**config.mk**
```make
export PLATFORM = sky130hd
export DESIGN_NAME = debounce_sync
export DESIGN_NICKNAME = d
export VERILOG_FILES = /design/src/rtl/debounce_sync.sv
export SDC_FILE = /design/constraint.sdc
export NUM_CORES = 1
export LEC_CHECK = 0
export ABC_AREA = 1
export CORE_AREA = 3 3 40 42
export DETAILED_ROUTE_END_ITERATION = 6
export DIE_AREA = 0 0 43 45
export PLACE_DENSITY = 0.49
export SYNTH_ARGS = -nofsm -noshare
export SYNTH_HDL_FRONTEND = slang
export SYNTH_SLANG_ARGS = --single-unit
```
**constraint.sdc**
```tcl
create_clock -name clk -period 1.55 [get_ports clk]
set_clock_uncertainty 0.2 [all_clocks]
set_input_delay 0.465 -clock clk [delete_from_list [all_inputs] [get_ports clk]]
set_output_delay 0.465 -clock clk [all_outputs]
set_load 0.05 [all_outputs]
```
**src/rtl/debounce_sync.sv**
```systemverilog
// Synchronizer + stability-count debouncer for a raw asynchronous level.
// Define DEBOUNCE_EDGE_PULSE_EN to build the registered rise/fall pulses.
module debounce_sync #(
  parameter int   SYNC_STAGES   = 2,
  parameter int   STABLE_CYCLES = 16,
  parameter logic RESET_VAL     = 1'b0
) (
  input  logic clk,
  input  logic rst_n,
  input  logic in,
  output logic out,
  output logic rise,
  output logic fall,
  output logic busy
);

  localparam int CW = $clog2(STABLE_CYCLES + 1);
  localparam logic [CW-1:0] LAST = CW'(STABLE_CYCLES - 1);

  if (SYNC_STAGES < 2) begin : g_bad_sync
    $error("SYNC_STAGES must be >= 2");
  end
  if (STABLE_CYCLES < 1) begin : g_bad_stable
    $error("STABLE_CYCLES must be >= 1");
  end

  logic [SYNC_STAGES-1:0] sync;
  logic [CW-1:0]          cnt;
  logic                   s;
  logic                   hit;
  logic                   flip;

  assign s    = sync[SYNC_STAGES-1];
  assign hit  = (cnt == LAST);
  assign flip = (s != out) && hit;
  assign busy = |cnt;

  always_ff @(posedge clk or negedge rst_n) begin
    if (!rst_n) begin
      sync <= {SYNC_STAGES{RESET_VAL}};
    end else begin
      sync <= {sync[SYNC_STAGES-2:0], in};
    end
  end

  // Any sample agreeing with out aborts the candidate transition.
  always_ff @(posedge clk or negedge rst_n) begin
    if (!rst_n) begin
      out <= RESET_VAL;
      cnt <= '0;
    end else if (s == out) begin
      cnt <= '0;
    end else if (hit) begin
      out <= s;
      cnt <= '0;
    end else begin
      cnt <= cnt + CW'(1);
    end
  end

`ifdef DEBOUNCE_EDGE_PULSE_EN
  always_ff @(posedge clk or negedge rst_n) begin
    if (!rst_n) begin
      rise <= 1'b0;
      fall <= 1'b0;
    end else begin
      rise <= flip && s;
      fall <= flip && !s;
    end
  end
`else
  logic unused_flip;
  assign unused_flip = flip;
  assign rise = 1'b0;
  assign fall = 1'b0;
`endif

endmodule

```
==> reports/summary.txt, run 1 <==
Synthesis Warnings -> 0
cell area after synthesis -> 370.4 sq um
largest net degree at the start of global routing -> 9
DR WL/cell -> 8.638 microns
Comb pwr share -> 20.3%
Cell Pwr Density -> 927.9 nW/um^2
clock slew at reported path FFs -> 0.05 ns
ANT cells -> 0
failing checks -> negative setup slack
die area -> 1935 sq um
Final GP Congestion -> 0.7227
Max VDD drop -> 404.8 uV
gr usage total -> 7.395%
die height -> 45 microns
synth top area cells -> dfrtp_1 (54%), nor2_1 (9.1%), nand2_1 (8.1%)
fmax -> 0.5715 GHz
Num CTS Buffers -> 3
Tcrit/Tclk final -> 112.9%
final hold slack -> 0.1492 ns
GR Overflow Total -> 0
Via density -> 4.043
critical path startpoint category -> flop
Sequential Power Share -> 47.3%
share of layout cells above drive strength 1 -> 24.07%
clock network fraction of design power -> 32.4%
Seq/Total Area, Yosys -> 54.05%
Setup WS pre-CTS -> 0.07059 ns
switching fraction of total power -> 25.82%
Avg Cell Area, Syn -> 8.613 sq um
TritonRoute pass-1 iters -> 4
Nets -> 61
Initial DRC Count -> 4
max cap viols -> 0
area grow syn2layout -> 36.82%
Critical Path RT -> 0.88 ns
Switch Pwr -> 0.1214 mW
Yosys top cell area share -> 54.05%
Core ar. -> 1285 sq um
Int Pwr -> 0.3488 mW
row cnt -> 13
H-tree Lvls -> 1
Detail Route Antenna Nets -> 0
Arr. time, crit path -> 1.08 ns
DP Wirelength -> 470.7 microns
ys flop type -> dfrtp_1
CTS Hold Buffers Added -> 0
final slew viol count -> 0
Hold Path Depth -> 0
Die Wd -> 43 microns
Synth top cells by count -> nor2_1 (9), dfrtp_1 (8), nand2_1 (8), inv_1 (7), nand3_1 (3)
worst-skew pair later-pin latency -> 0.24 ns
DRC errors left -> 0
Synth Instances -> 43
Setup CP Type -> flop to output port
clk sinks -> 8
IO Count -> 7
CP endpoint kind -> output port
Worst R2R Path Depth -> 6
final period demand of the worst path -> 1.750 ns
most common cell in the netlist -> nor2_1
synth unique cells -> 10
initial core utilization -> 28.82%
RSZ-0062 raised after global routing -> yes
final hold violations -> 0
CTS tree -> built
root buffer cell -> clkbuf_4
status -> finished with violations
number of global-route vias before repair -> 252
crit-path max FO -> 2
# setup viols final -> 1
Hold Crit Class -> flop to flop
EDFF count, synth -> 0
reg2reg start -> cnt[1]$_DFF_PN0_
vias -> 279
port buffer count -> 4
Async SR Flop Fraction -> 100.0%
Pleak -> 0.2630 nW
initial antenna violation count -> 0
crit path launch -> cnt[1]$_DFF_PN0_
Non-Filler Instances -> 69
Cell Count Post-Placement -> 65
global-route wire length before repair -> 1.000 mm
Max clock buf depth -> 2
Post-Route WL -> 596 microns
Synth Register Bits -> 8
hold wc startpoint -> sync[0]$_DFF_PN0_
leading area contributor after synthesis -> dfrtp_1
final setup margin -> -0.1996 ns
## area by class of cell
type	instances	area (sq um)
timing repair buffer	9	97.59
fill	131	778.2
tap	15	18.77
inverter	7	26.28
sequential	8	201.4
multi-input combinational	27	140.1
clock buffer	3	22.52
## critical path, cell delays in order (launching register included)
cell and delay (ns):
dfrtp_1 0.37, inv_1 0.06, ha_2 0.16, nand3_2 0.09, buf_12 0.16
## routing by layer
metal / part of all wire (%) / global-route usage [%]
met1: 50 / 9.158
met2: 44 / 9.880
met3: 5.9 / 3.586
met4: 0 / 5.422
met5: 0 / 0
## cells by family after synthesis
family | synth area share [%]
fa+ha+maj | 6.756
buf+inv | 11.15
flops | 54.05
simple gates | 24.66
xor+xnor | 2.365
other cells | 1.013
## repair_timing
item | 4_1_cts | 5_1_grt
resized for setup | 0 | 2
pin swaps | 0 | 1
buffers inserted | 0 | 1
endpoints found under the setup margin | 1 | 2
## power groups by stage
stage / registers, mW / logic (mW) / clock network [mW]
6_report: 0.222 / 0.0953 / 0.153
5_1_grt: 0.224 / 0.103 / 0.172
4_1_cts: 0.223 / 0.0914 / 0.160
3_5_place_dp: 0.226 / 0.0914 / 0
3_3_place_gp: 0.226 / 0.0916 / 0
2_1_floorplan: 0.229 / 0.0509 / 0
## path summary, 6_finish.rpt
kind / to / slack, ns
max: busy / -0.20
min: sync[1]$_DFF_PN0_ / 0.15
max reg2reg: cnt[3]$_DFF_PN0_ / 0.14
min reg2reg: sync[1]$_DFF_PN0_ / 0.15
max in group asynchronous: out$_DFFE_PN0P_ / 0.56
min in group asynchronous: cnt[3]$_DFF_PN0_ / 0.30
## cell usage in the layout (no fill, tap or decap)
cell type / count
ha_1: 1
nand2_1: 8
inv_1: 7
nand3_1: 2
nand4_1: 2
nand3_2: 1
xnor2_1: 1
dfrtp_1: 7
nor2_1: 9
conb_1: 2
dfrtp_2: 1
buf_12: 2
ha_2: 1
clkdlybuf4s50_1: 2
buf_4: 5
clkbuf_4: 3
## through the flow
stage | setup TNS, ns | utilization (%) | power, mW | cell area [sq um]
CTS | -0.2117 | 38.56 | 0.4744 | 495.5
detailed placement | 0 | 36.81 | 0.3176 | 473.0
global placement | 0 | 36.81 | 0.3173 | 473.0
global route | -0.2615 | 39.44 | 0.4985 | 506.7
finish | -0.1996 | 39.44 | 0.4702 | 506.7
floorplan | 0 | - | 0.2800 | 379.1
## sequential cells by signal, indices dropped and copies added (netlist names)
signal,count
out,1
sync,2
cnt,5
Note: power is estimated with default switching activity, not from simulation.
==> run 2, diff against run 1 <==
- ABC_CLOCK_PERIOD_IN_PS: default -> 1550
- CAP_MARGIN: default -> 20
==> results of run 2 <==
Same layout as run 1: the final DEF is identical, and so are final timing and power.
